--- src/rtl/pipeline_pkg.sv ---
// Shared pipeline definitions: default widths, zero-register behaviour,
// and the encoding of the operand-fetch output register occupancy.
package pipeline_pkg;

   localparam int DEFAULT_DATA_WIDTH = 16;
   localparam int DEFAULT_ADDR_WIDTH = 5;
   localparam bit DEFAULT_ZERO_REG   = 1'b1;

   // Register 0 is the hard-wired zero register when ZERO_REG is enabled
   localparam int REG_ZERO_ADDR = 0;

   // Width of the accepted-request counter exposed on the debug output
   localparam int COUNT_WIDTH = 4;

   // Occupancy of the one-entry output register
   typedef enum logic {
      ST_EMPTY = 1'b0,
      ST_FULL  = 1'b1
   } fetch_state_t;

endpackage

--- src/rtl/reg_file_2r1w.sv ---
// Two-read / one-write register file with asynchronous clear, an optional
// hard-wired zero register, and write-to-read bypass on both read ports.
module reg_file_2r1w
   import pipeline_pkg::*;
#(
   parameter int DATA_WIDTH = DEFAULT_DATA_WIDTH,
   parameter int ADDR_WIDTH = DEFAULT_ADDR_WIDTH,
   parameter bit ZERO_REG   = DEFAULT_ZERO_REG
) (
   input  logic                  i_CLK,
   input  logic                  i_RST,
   input  logic [ADDR_WIDTH-1:0] i_rdaddr_A,
   input  logic [ADDR_WIDTH-1:0] i_rdaddr_B,
   output logic [DATA_WIDTH-1:0] o_rddata_A,
   output logic [DATA_WIDTH-1:0] o_rddata_B,
   input  logic                  i_wr_en,
   input  logic [ADDR_WIDTH-1:0] i_wraddr,
   input  logic [DATA_WIDTH-1:0] i_wrdata
);

   localparam int DEPTH = 2 ** ADDR_WIDTH;
   localparam logic [ADDR_WIDTH-1:0] ZERO_ADDR = ADDR_WIDTH'(REG_ZERO_ADDR);

   logic [DATA_WIDTH-1:0] mem [DEPTH];
   logic                  wr_allowed;

   assign wr_allowed = i_wr_en && !(ZERO_REG && (i_wraddr == ZERO_ADDR));

   // Storage: cleared on reset, otherwise written by the writeback port
   always_ff @(posedge i_CLK or posedge i_RST) begin
      if (i_RST) begin
         for (int i = 0; i < DEPTH; i++) begin
            mem[i] <= '0;
         end
      end else if (wr_allowed) begin
         mem[i_wraddr] <= i_wrdata;
      end
   end

   // Port A read: zero register first, then same-cycle write bypass, then storage
   always_comb begin
      o_rddata_A = mem[i_rdaddr_A];
      if (ZERO_REG && (i_rdaddr_A == ZERO_ADDR)) begin
         o_rddata_A = '0;
      end else if (i_wr_en && (i_wraddr == i_rdaddr_A)) begin
         o_rddata_A = i_wrdata;
      end
   end

   // Port B read: identical priority to port A
   always_comb begin
      o_rddata_B = mem[i_rdaddr_B];
      if (ZERO_REG && (i_rdaddr_B == ZERO_ADDR)) begin
         o_rddata_B = '0;
      end else if (i_wr_en && (i_wraddr == i_rdaddr_B)) begin
         o_rddata_B = i_wrdata;
      end
   end

endmodule

--- src/rtl/operand_fetch.sv ---
// Operand fetch stage: accepts register address pairs, reads the register
// file, and holds the operands in a one-entry output register towards execute.
module operand_fetch
   import pipeline_pkg::*;
#(
   parameter int DATA_WIDTH = DEFAULT_DATA_WIDTH,
   parameter int ADDR_WIDTH = DEFAULT_ADDR_WIDTH,
   parameter bit ZERO_REG   = DEFAULT_ZERO_REG
) (
   input  logic                  i_CLK,
   input  logic                  i_RST,
   input  logic [ADDR_WIDTH-1:0] i_rdaddr_A,
   input  logic [ADDR_WIDTH-1:0] i_rdaddr_B,
   input  logic                  i_rd_valid,
   output logic                  o_rd_ready,
   input  logic                  i_wr_en,
   input  logic [ADDR_WIDTH-1:0] i_wraddr,
   input  logic [DATA_WIDTH-1:0] i_wrdata,
   output logic [DATA_WIDTH-1:0] o_opA,
   output logic [DATA_WIDTH-1:0] o_opB,
   output logic                  o_op_valid,
   input  logic                  i_op_ready,
   output logic [3:0]            o_count_HEX0
);

   fetch_state_t           state;
   fetch_state_t           next_state;
   logic [DATA_WIDTH-1:0]  rd_data_A;
   logic [DATA_WIDTH-1:0]  rd_data_B;
   logic [COUNT_WIDTH-1:0] accept_count;
   logic                   accept;

   reg_file_2r1w #(
      .DATA_WIDTH (DATA_WIDTH),
      .ADDR_WIDTH (ADDR_WIDTH),
      .ZERO_REG   (ZERO_REG)
   ) u_reg_file (
      .i_CLK      (i_CLK),
      .i_RST      (i_RST),
      .i_rdaddr_A (i_rdaddr_A),
      .i_rdaddr_B (i_rdaddr_B),
      .o_rddata_A (rd_data_A),
      .o_rddata_B (rd_data_B),
      .i_wr_en    (i_wr_en),
      .i_wraddr   (i_wraddr),
      .i_wrdata   (i_wrdata)
   );

   assign o_op_valid   = (state == ST_FULL);
   assign o_rd_ready   = !o_op_valid || i_op_ready;
   assign accept       = i_rd_valid && o_rd_ready;
   assign o_count_HEX0 = accept_count;

   // Output register occupancy
   always_ff @(posedge i_CLK or posedge i_RST) begin
      if (i_RST) begin
         state <= ST_EMPTY;
      end else begin
         state <= next_state;
      end
   end

   // Next occupancy: any accept fills; a consume with no accept drains
   always_comb begin
      next_state = state;
      case (state)
         ST_EMPTY: begin
            if (accept) begin
               next_state = ST_FULL;
            end
         end
         ST_FULL: begin
            if (accept) begin
               next_state = ST_FULL;
            end else if (i_op_ready) begin
               next_state = ST_EMPTY;
            end
         end
         default: next_state = ST_EMPTY;
      endcase
   end

   // Operands are snapshotted only on accept, so later writes cannot disturb held values
   always_ff @(posedge i_CLK or posedge i_RST) begin
      if (i_RST) begin
         o_opA <= '0;
         o_opB <= '0;
      end else if (accept) begin
         o_opA <= rd_data_A;
         o_opB <= rd_data_B;
      end
   end

   // Accepted-request counter, free-running modulo 16
   always_ff @(posedge i_CLK or posedge i_RST) begin
      if (i_RST) begin
         accept_count <= '0;
      end else if (accept) begin
         accept_count <= accept_count + 1'b1;
      end
   end

endmodule
--- config.mk ---
export PLATFORM = sky130hd
export DESIGN_NAME = operand_fetch
export DESIGN_NICKNAME = d
export VERILOG_FILES = /design/src/rtl/pipeline_pkg.sv /design/src/rtl/reg_file_2r1w.sv /design/src/rtl/operand_fetch.sv
export SDC_FILE = /design/constraint.sdc
export NUM_CORES = 1
export LEC_CHECK = 0
export CORE_UTILIZATION = 60
export CTS_CLUSTER_SIZE = 30
export DETAILED_ROUTE_END_ITERATION = 16
export PLACE_DENSITY = 0.78
export SLEW_MARGIN = 20
export SYNTH_ARGS = -nofsm -noshare
export SYNTH_HDL_FRONTEND = slang
export SYNTH_SLANG_ARGS = --single-unit
export TNS_END_PERCENT = 100
--- constraint.sdc ---
create_clock -name i_CLK -period 39.6 [get_ports i_CLK]
set_input_delay 7.92 -clock i_CLK [delete_from_list [all_inputs] [get_ports i_CLK]]
set_output_delay 7.92 -clock i_CLK [all_outputs]
set_load 0.05 [all_outputs]
* Word-level counts from Yosys, hierarchy flattened
Cells that the tools add are included.
** Operators by class
- Add/subtract/negate cells :: 1
- $lt $le $gt $ge :: 4
- Equal/unequal tests :: 2
- Mux-type cells :: 17
- Bitwise gates (word level) :: 4
- Reductions and logical operators :: 11
** Operator list (count)
- 512-bit bitwise mux :: 1
- 16-bit binary-select mux with 5-bit select :: 2
- 16-bit 2-to-1 mux :: 9
- 16-bit demux with 5-bit select :: 1
- 6-bit greater-or-equal comparator (second input constant) :: 3
- 5-bit inverter with 6-bit output :: 3
- 5-bit zero test :: 3
- 5-bit equality test :: 2
- 6-bit by 1-bit < comparator with 1-bit output (second input constant) :: 1
- 1-bit logical AND :: 5
- 4-bit by 1-bit adder with 4-bit output (second input constant) :: 1
- 1-bit 2-to-1 mux :: 3
- 1-bit zero test :: 2
- 1-bit one-hot mux with 2 select lines :: 1
- 1-bit logical OR :: 1
- 1-bit inverter :: 1
** Storage, ports and cells
- Bits in registers :: 549
- Input port bits :: 36
- Word-level logic and storage cells :: 75

* Logic depth before layout (Yosys ltp)
Gate-level depths: netlist (run 1).
- Depth in word-level cells :: 6
- Depth in mapped cells :: 8

* Modules after synthesis
From an unflattened synthesis (run 1), not the netlist that was laid out.
** Second synthesis, totals
- Cells, all modules :: 1918
- Area total of the unflattened synthesis :: 28985.3 µm²
** Modules (own cells, without submodules)
- reg_file_2r1w :: times used 1, cells each 1834, area an instance 27427.6 µm²
- operand_fetch :: times used 1, cells each 84, area an instance 1557.7 µm²

* Least setup slack after synthesis (run 1)
No wires, ideal clock.
- Kind :: in2out
- Start point :: in i_op_ready
- End point :: out o_rd_ready
- Arrival time :: 8.598 ns
- Data required time :: 31.680 ns
- Slack :: 23.082 ns
- Stages :: 2
- Path buffers :: 0
- Cell sequence :: nor2b_1 inv_1
** Between the ends
- Word-level cells in the longest chain between the ends :: 1
** RTL lines
- from (decl) :: RTL line operand_fetch.sv:22 : input logic i_op_ready,
- 1-bit logical OR :: RTL line operand_fetch.sv:50 : assign o_rd_ready = !o_op_valid || i_op_ready;
- to (decl) :: RTL line operand_fetch.sv:15 : output logic o_rd_ready,
No other way between the ends.

* Final worst setup path (run 1)
Same ends and word-level chain as after synthesis.

==> results_dict.tcl, run 1 <==
set metrics [dict create \
    fp.dieW_um 224.6 \
    ys_ff_latch 549 \
    path_max_fanout 6 \
    wl_um 77520 \
    ff_latch_area_um2 13740 \
    dr.pass1.iters 7 \
    clockBufferDepth 3 \
    netlist.area_leader.share_pct 46.22 \
    cts_tree "built" \
    synthArstFlopShare_pct 100.0 \
    coreArea_um2 48950 \
    rsz0062_at_grt "false" \
    max-vdd-ir-drop_uv 33.69 \
    maxCapViolations 0 \
    intPower_mw 1.196 \
    skew_ps 13.67 \
    fin_crit_ps 17780 \
    grt_max_degree 131 \
    ys_types 51 \
    drive_above_1_share_pct 51.62 \
    clk_latency_ps 610 \
    worstMarginPinSlew_ps 1168 \
    synth_top_family_by_area "multiplexers" \
    comb_power_share_pct 22.0 \
    grt_antenna_before_repair 0 \
    cp_cell_sequence "clkdlybuf4s50_1 > nor2b_1 > inv_1 > clkdlybuf4s50_1" \
    power_mw 1.663 \
    cts_made_buffers 58 \
    synthesis.area_um2 29720 \
    synthCells 1907 \
    fin_crit_sh_pct 44.91 \
    yosys_warnings 0 \
    post_cts_buffers 0 \
    postSynthAreaPerCell_um2 15.59 \
    timing.rr.end "o_opB[0]$_DFFE_PP0P_" \
    synth_xor_area_share_pct 0.3831 \
    required_ps 31680 \
    power_frac_clock_pct 32.9 \
    start_util_pct 60.72 \
    synth_compound_area_share_pct 5.490 \
    overflow 0 \
    h-tree-depth 2 \
    num-nets-final 1908 \
    grtUsageTotal_pct 31.80 \
    yosysSeqAreaShare_pct 46.22 \
    fin_tns_setup_ps 0 \
    startpoint "i_op_ready" \
    slew_violations 0 \
    switching_share_pct 28.11 \
    port_buffers 73 \
    leakagePower_nw 13.65 \
    synthTopCellsByCount "dfrtp_1 (549), mux2_2 (497), mux4_2 (246)" \
    wl_per_cell_um 30.05 \
    seq_power_share_pct 45.1 \
    drtIter0Drc 1828 \
    status "finished, final reports clean" \
    fmax_mhz 56.23 \
    max_stage_delay_ps 770 \
    hold_path_class "reg -> reg" \
    yosys.area_share.adder_pct 0.04210 \
    cts_root_buf "clkbuf_16" \
    synthMuxAreaShare_pct 39.48 \
    antenna_cells 0 \
    cts.sinks 549 \
    slowest_stage "clkdlybuf4s50_1" \
    endpoint "o_rd_ready" \
    crit_path_frequent_cell "clkdlybuf4s50_1" \
    clk_pin_slew_ps 60 \
    drcViolationCount 0 \
    drtAntennaViolNets 0 \
    synth_edf_count 0 \
    die_h_um 224.6 \
    place.gp.congestion 0.8482 \
    crit_type "in -> out" \
    switching_power_uw 467.6 \
    slew_headroom_pct 21.95 \
    cp.arrival_ps 9860 \
    num_rows 81 \
    worst_setup_path_end_kind "primary output" \
    ioPinCount 74 \
    hp-start "u_reg_file.mem[496]$_DFFE_PP0P_" \
    synth_most_common_cell "dfrtp_1" \
    reg2reg_from "o_op_valid$_DFF_PP0_" \
    p_per_area_nw_per_um2 51.73 \
    hold_viol 0 \
    die-area_um2 50430 \
    start_kind "input pin" \
    rrSetupSlack_ps 37350 \
    yosys.area.top_type "dfrtp_1" \
    grt_pass1_wl_um 118600 \
    rr_worst_depth 4 \
    synth-simple-area-share_pct 3.755 \
    area_growth_syn_to_layout_pct 8.188 \
    setup_viol 0 \
    multi_input_area_um2 14610 \
    syn-num-nets 1944 \
    cts_hold_buf 0 \
    hpwl_um 46790 \
    yosys-top-cells-area "dfrtp_1 (46%), mux2_2 (19%), mux4_2 (19%), o311ai_2 (1.6%), nand2_1 (1.3%)" \
    vias 18240 \
    viasPerCell 7.068 \
    cts_resized 0 \
    nFillCells 3399 \
    grt_pass1_vias 18960 \
    synth_ff_type "dfrtp_1" \
]
sequential cells by signal, indices dropped and copies added (netlist names):
register,flops
u_reg_file.mem,512
o_opB,16
o_op_valid,1
o_opA,16
o_count_HEX0,4
cell families (layout without fill, tap and decap cells):
logic type,after synthesis,in the layout
multiplexers,789,789
flip-flops,549,549
buffers and inverters,215,224
AND/OR/NAND/NOR,202,202
AO/OA/AOI/OAI,138,138
XOR/XNOR,13,13
adder cells (fa/ha/maj),1,1
cells in the final DEF, fill, tap and decap left out, drive strengths merged, types with 30 or more instances in the layout:
cell	n
dfrtp	549
nand2	110
o221ai	30
o22a	30
buf	58
mux4	254
o311ai	30
mux2	501
mux2i	34
a32o	30
nand4	30
clkdlybuf4s50	54
clkbuf	93
layer usage:
layer	vias to the layer above	global-route usage [%]	part of all wire, %
met5	-	0	0
met2	813	51.24	49
met4	0	11.87	3.5
met1	9889	43.63	40
li1	7351	-	-
met3	183	5.683	7.7
final cells by class:
class | count | area share, %
multi-input combinational | 1143 | 45.44
sequential | 549 | 42.73
clock inverter | 14 | 0.3191
tap | 664 | 2.584
clock buffer | 91 | 5.712
inverter | 5 | 0.08172
timing repair buffer | 114 | 3.136
power groups by stage:
stage	Sequential (mW)	Combinational [mW]	Clock [mW]
2_1_floorplan	0.758	0.267	0
3_3_place_gp	0.742	0.354	0
3_5_place_dp	0.756	0.366	0
4_1_cts	0.746	0.367	0.555
5_1_grt	0.762	0.389	0.577
6_report	0.750	0.366	0.548
how the worst min path moves through the flow:
stage               cells past startpoint                         endpoint
floorplan                               1  u_reg_file.mem[496]$_DFFE_PP0P_
global placement                        0  u_reg_file.mem[510]$_DFFE_PP0P_
detailed placement                      0  u_reg_file.mem[504]$_DFFE_PP0P_
CTS                                     0  u_reg_file.mem[500]$_DFFE_PP0P_
global route                            0  u_reg_file.mem[507]$_DFFE_PP0P_
finish                                  0  u_reg_file.mem[496]$_DFFE_PP0P_
worst max-delay path: cells and delay by family:
family                 cells  cell delay [ps]
buffers and inverters      3             1510
AND/OR/NAND/NOR            1              430
metrics by stage:
step	setup WS [ps]	std cells	hold WS, ps	utilization (%)	instance area, um2
finish	21820	2580	395.3	65.69	32150
global placement	21820	2472	376.8	61.75	30230
detailed placement	21850	2474	383.6	61.78	30240
global route	21840	2580	410.6	65.69	32150
CTS	21850	2579	397.7	65.74	32180
floorplan	16330	1907	441.3	-	29720
No activity file was read; power rests on OpenSTA's default activity.
==> inputs of run 2 (changes only) <==
--- a/config.mk
+++ b/config.mk
@@ -5,10 +5,10 @@
 export SDC_FILE = /design/constraint.sdc
 export NUM_CORES = 1
 export LEC_CHECK = 0
-export CORE_UTILIZATION = 60
+export CORE_UTILIZATION = 57
 export CTS_CLUSTER_SIZE = 30
 export DETAILED_ROUTE_END_ITERATION = 16
-export PLACE_DENSITY = 0.78
+export PLACE_DENSITY = 0.77
 export SLEW_MARGIN = 20
 export SYNTH_ARGS = -nofsm -noshare
 export SYNTH_HDL_FRONTEND = slang
==> constraint.sdc (replaced) <==
create_clock -name i_CLK -period 14.98 [get_ports i_CLK]
set_input_delay 2.996 -clock i_CLK [delete_from_list [all_inputs] [get_ports i_CLK]]
set_output_delay 2.996 -clock i_CLK [all_outputs]
set_load 0.05 [all_outputs]
==> run 2 against run 1 <==
  * Hold slack gained 0.88 ps
  * Setup slack lost 15000 ps
  * Sequential power rose to 2.6 times the previous value
  * Utilization decreased by 3.0 points
  * Critical path depth is the same
  * Die area grew 5.2%
  * Clock power increased to 2.7 times the previous value
==> results_dict.tcl, run 2 (same netlist as run 1, synthesis figures left out) <==
set metrics [dict create \
    area_growth_syn_to_layout_pct 8.500 \
    cts_root_buf "clkbuf_16" \
    vias 17980 \
    die_h_um 230.3 \
    fp.dieW_um 230.3 \
    grt_pass1_vias 18780 \
    intPower_mw 3.208 \
    power_frac_clock_pct 33.7 \
    leakagePower_nw 13.66 \
    hpwl_um 46120 \
    rsz0062_at_grt "false" \
    h-tree-depth 2 \
    path_max_fanout 6 \
    top_regs "u_reg_file.mem: 512 flops, o_opA: 16 flops, o_opB: 16 flops" \
    num-nets-final 1906 \
    reg2reg_from "o_op_valid$_DFF_PP0_" \
    maxCapViolations 0 \
    hp-start "u_reg_file.mem[498]$_DFFE_PP0P_" \
    status "finished, final reports clean" \
    hold_end "u_reg_file.mem[498]$_DFFE_PP0P_" \
    largest_reg_flops 512 \
    port_buffers 73 \
    ioPinCount 74 \
    switching_share_pct 28.01 \
    cts_resized 0 \
    max_stage_delay_ps 740 \
    place.gp.congestion 0.8757 \
    drcViolationCount 0 \
    post_cts_buffers 0 \
    hold_viol 0 \
    switching_power_mw 1.248 \
    cts_made_buffers 58 \
    drive_above_1_share_pct 51.46 \
    viasPerCell 6.920 \
    start_kind "input pin" \
    timing.rr.end "o_opB[13]$_DFFE_PP0P_" \
    slew_violations 0 \
    layout_common_cells "dfrtp_1 (549), mux2_2 (497), mux4_2 (246), nand2_1 (104), clkbuf_16 (61)" \
    rr_worst_depth 5 \
    grt_antenna_before_repair 2 \
    crit_family "buffers and inverters" \
    setup_viol 0 \
    nFillCells 3702 \
    crit_type "in -> out" \
    p_per_area_nw_per_um2 138.2 \
    cts_tree "built" \
    slew_headroom_pct 19.42 \
    grt_max_degree 182 \
    fin_tns_setup_ps 0 \
    worst_setup_path_end_kind "primary output" \
    cts.sinks 549 \
    overflow 0 \
    rrSetupSlack_ps 13130 \
    comb_power_share_pct 21.7 \
    drtAntennaViolNets 0 \
    dr.pass1.iters 8 \
    crit_buf_inv 3 \
    crit_path_frequent_cell "clkdlybuf4s50_1" \
    clk_latency_ps 620 \
    coreArea_um2 51410 \
    cts_hold_buf 0 \
    die-area_um2 53060 \
    num_rows 83 \
    cp_cell_sequence "clkdlybuf4s50_1 > nor2b_1 > inv_1 > clkdlybuf4s50_1" \
    drtIter0Drc 1830 \
    seq_power_share_pct 44.5 \
    clk_pin_slew_ps 60 \
    wl_per_cell_um 29.35 \
    utilization_pct 62.73 \
    top_register "u_reg_file.mem" \
    grt_pass1_wl_um 118900 \
    start_util_pct 57.82 \
    min_delay_path_depth 0 \
    slowest_stage "clkdlybuf4s50_1" \
    skew_ps 20.00 \
    required_ps 11980 \
    clockBufferDepth 3 \
    fmax_mhz 130.1 \
    max-vdd-ir-drop_uv 88.94 \
    layout_commonest_cell "dfrtp_1" \
    fin_crit_sh_pct 51.32 \
    grtUsageTotal_pct 29.74 \
    worstMarginPinSlew_ps 1206 \
    fin_crit_ps 7688 \
    wl_um 76240 \
    hold_path_class "reg -> reg" \
    cp.arrival_ps 4690 \
]
==> run 2: area by class of cell <==
class	instances	area (um2)	share of cell area, %
Clock inverter	22	240.2	0.7450
Inverter	5	22.52	0.06984
Tap cell	680	850.8	2.638
Antenna cell	2	5.005	0.01552
Multi-Input combinational cell	1143	14620	45.34
Sequential cell	549	13740	42.60
Timing Repair Buffer	112	1002	3.108
Clock buffer	85	1767	5.479
==> run 2: power by group through the flow <==
stage	logic (mW)	clock network [mW]	registers (mW)
6_report	0.969	1.50	1.98
5_1_grt	1.03	1.58	2.02
4_1_cts	0.973	1.52	1.98
3_5_place_dp	0.969	0	2.00
3_3_place_gp	0.942	0	1.96
2_1_floorplan	0.707	0	2.00
==> run 2: routing by layer <==
metal | global-route usage [%] | vias to the layer above | part of all wire (%)
li1 | - | 7382 | -
met4 | 10.29 | 0 | 3.2
met3 | 4.941 | 156 | 6.9
met5 | 0 | - | 0
met1 | 42.28 | 9735 | 41
met2 | 46.86 | 705 | 49
==> run 2: metrics by stage <==
| stage | hold slack (ps) | cell area (um2) | setup WS [ps] | instances | power [mW] |
|---|---|---|---|---|---|
| 5_1_grt | 404.4 | 32250 | 7213 | 2598 | 4.629 |
| 3_3_place_gp | 376.5 | 30240 | 7267 | 2486 | 2.905 |
| 2_1_floorplan | 441.3 | 29720 | 4514 | 1907 | 2.710 |
| 3_5_place_dp | 383.6 | 30230 | 7290 | 2487 | 2.971 |
| 6_report | 396.2 | 32250 | 7292 | 2598 | 4.456 |
| 4_1_cts | 397.2 | 32240 | 7291 | 2594 | 4.474 |
==> run 2: worst max-delay path by stage <==
| stage | startpoint | endpoint | depth (start not counted) |
|---|---|---|---|
| global placement | i_op_ready | o_rd_ready | 4 |
| CTS | i_op_ready | o_rd_ready | 4 |
| finish | i_op_ready | o_rd_ready | 4 |
| detailed placement | i_op_ready | o_rd_ready | 4 |
| global route | i_op_ready | o_rd_ready | 4 |
| floorplan | i_RST | o_count_HEX0[0]$_DFFE_PP0P_ | 1 |
==> inputs of run 3 (changes only) <==
--- a/config.mk
+++ b/config.mk
@@ -5,10 +5,10 @@
 export SDC_FILE = /design/constraint.sdc
 export NUM_CORES = 1
 export LEC_CHECK = 0
-export CORE_UTILIZATION = 57
+export CORE_UTILIZATION = 60
 export CTS_CLUSTER_SIZE = 30
 export DETAILED_ROUTE_END_ITERATION = 16
-export PLACE_DENSITY = 0.77
+export PLACE_DENSITY = 0.78
 export SLEW_MARGIN = 20
 export SYNTH_ARGS = -nofsm -noshare
 export SYNTH_HDL_FRONTEND = slang
==> constraint.sdc (replaced) <==
create_clock -name i_CLK -period 7.6 [get_ports i_CLK]
set_input_delay 1.52 -clock i_CLK [delete_from_list [all_inputs] [get_ports i_CLK]]
set_output_delay 1.52 -clock i_CLK [all_outputs]
set_load 0.05 [all_outputs]
==> run 3 against run 2 <==
  * Die area down 5.0%
  * Combinational power up 98%
  * Clock power up 84%
  * Register-to-register slack worse by 7500 ps
  * Largest power group unchanged
==> results_dict.tcl, run 3 (same netlist as run 1, synthesis figures left out) <==
set metrics [dict create \
    fp.dieW_um 224.6 \
    overflow 0 \
    clk_pin_slew_ps 60 \
    port_buffers 73 \
    p_per_area_nw_per_um2 267.9 \
    crit_type "in -> out" \
    setup_viol 0 \
    busiest_layer "met2" \
    die_h_um 224.6 \
    coreArea_um2 48950 \
    status "finished, final reports clean" \
    largest_reg_flops 512 \
    wl_per_cell_um 30.15 \
    grt_pass1_vias 18960 \
    top_register "u_reg_file.mem" \
    cts_made_buffers 57 \
    clk_latency_ps 610 \
    crit_path_frequent_cell "clkdlybuf4s50_1" \
    wl_um 77530 \
    use_met2_pct 50.30 \
    slowest_stage "clkdlybuf4s50_1" \
    start_kind "input pin" \
    worstMarginPinSlew_ps 1155 \
    cts.sinks 549 \
    h-tree-depth 2 \
    fin_crit_sh_pct 62.60 \
    num_rows 81 \
    leakagePower_nw 13.56 \
    drtIter0Drc 1988 \
    nFillCells 3376 \
    slew_headroom_pct 23.00 \
    cts_hold_buf 0 \
    rrSetupSlack_ps 5590 \
    max-vdd-ir-drop_uv 144.7 \
    cts_resized 0 \
    die-area_um2 50430 \
    clockBufferDepth 3 \
    utilization_pct 65.43 \
    area_growth_syn_to_layout_pct 7.771 \
    cts_root_buf "clkbuf_16" \
    cp_cell_sequence "clkdlybuf4s50_1 > nor2b_1 > inv_1 > clkdlybuf4s50_1" \
    dpl_cell_area_um2 30290 \
    start_util_pct 60.72 \
    place.gp.congestion 0.8461 \
    hold_path_class "reg -> reg" \
    skew_ps 10.03 \
    drcViolationCount 0 \
    layout_common_cells "dfrtp_1 (549), mux2_2 (497), mux4_2 (246), nand2_1 (103), clkbuf_16 (57)" \
    crit_family "buffers and inverters" \
    design_area_um2 32030 \
    grtUsageTotal_pct 32.20 \
    cp.arrival_ps 3240 \
    post_cts_buffers 0 \
    num-nets-final 1905 \
    drive_above_1_share_pct 51.00 \
    drtAntennaViolNets 0 \
    max_stage_delay_ps 750 \
    grt_pass1_wl_um 120500 \
    holdWs_ps 400.1 \
    fmax_mhz 210.2 \
    required_ps 6080 \
    pre_cts_slack_ps 2848 \
    fin_tns_setup_ps 0 \
    path_max_fanout 6 \
    grt.met1_usage_pct 45.61 \
    worst_setup_path_end_kind "primary output" \
    grt_max_degree 140 \
    dr.pass1.iters 5 \
    hold_viol 0 \
    cts_tree "built" \
    multi_input_area_um2 14610 \
    layout_commonest_cell "dfrtp_1" \
    hpwl_um 45600 \
    worst_slack_ps 2843 \
    fin_crit_ps 4757 \
    rsz0062_at_grt "false" \
    slew_violations 0 \
    top_regs "u_reg_file.mem: 512 flops, o_opA: 16 flops, o_opB: 16 flops" \
    use_met3_pct 5.108 \
    vias 18140 \
    ff_latch_area_um2 13740 \
    viasPerCell 7.054 \
    ioPinCount 74 \
    grt_antenna_before_repair 1 \
    maxCapViolations 0 \
    crit_buf_inv 3 \
]
==> run 3: final timing paths <==
kind,endpoint,from,cells past startpoint
worst max-delay path,o_rd_ready,i_op_ready,4
worst min-delay path,u_reg_file.mem[500]$_DFFE_PP0P_,u_reg_file.mem[500]$_DFFE_PP0P_,0
worst max register to register,o_count_HEX0[1]$_DFFE_PP0P_,o_op_valid$_DFF_PP0_,5
worst min register to register,u_reg_file.mem[500]$_DFFE_PP0P_,u_reg_file.mem[500]$_DFFE_PP0P_,0
max in group asynchronous,u_reg_file.mem[18]$_DFFE_PP0P_,i_RST,4
min in group asynchronous,u_reg_file.mem[62]$_DFFE_PP0P_,i_RST,2
==> run 3: report_power, final <==
| part | leakage, nW | switching, mW | internal (mW) |
|---|---|---|---|
| Combinational | 5.64 | 0.853 | 1.07 |
| Sequential | 7.03 | 0.417 | 3.49 |
| Clock | 0.894 | 1.16 | 1.60 |
| Total | 13.6 | 2.43 | 6.15 |
==> run 3: worst register-to-register path, delay by kind of cell, from the launching register on <==
kind,cells,cell delay (ps)
and+or+nand+nor,2,510
buffers and inverters,2,610
muxes,1,410
DFF,1,360
==> run 3: stage by stage <==
stage	power, mW	instances
5_1_grt	8.910	2571
4_1_cts	8.605	2570
3_5_place_dp	5.855	2473
2_1_floorplan	5.342	1907
6_report	8.581	2571
3_3_place_gp	5.736	2473
==> run 3: layout make-up <==
type                    count  area share, %
repair buffers            112          3.172
well taps                 664          2.594
clock inverters             8         0.2813
diodes                      1       0.007813
clock buffers              89          5.359
multi-input cells        1143          45.62
inverters                   5        0.07031
flip-flops and latches    549          42.89
==> run 3: routing by layer <==
metal | up-vias | wire, um
met3 | 184 | 5132
met4 | 0 | 3021
li1 | 7343 | -
met2 | 741 | 37760
met1 | 9868 | 31610
met5 | - | 0
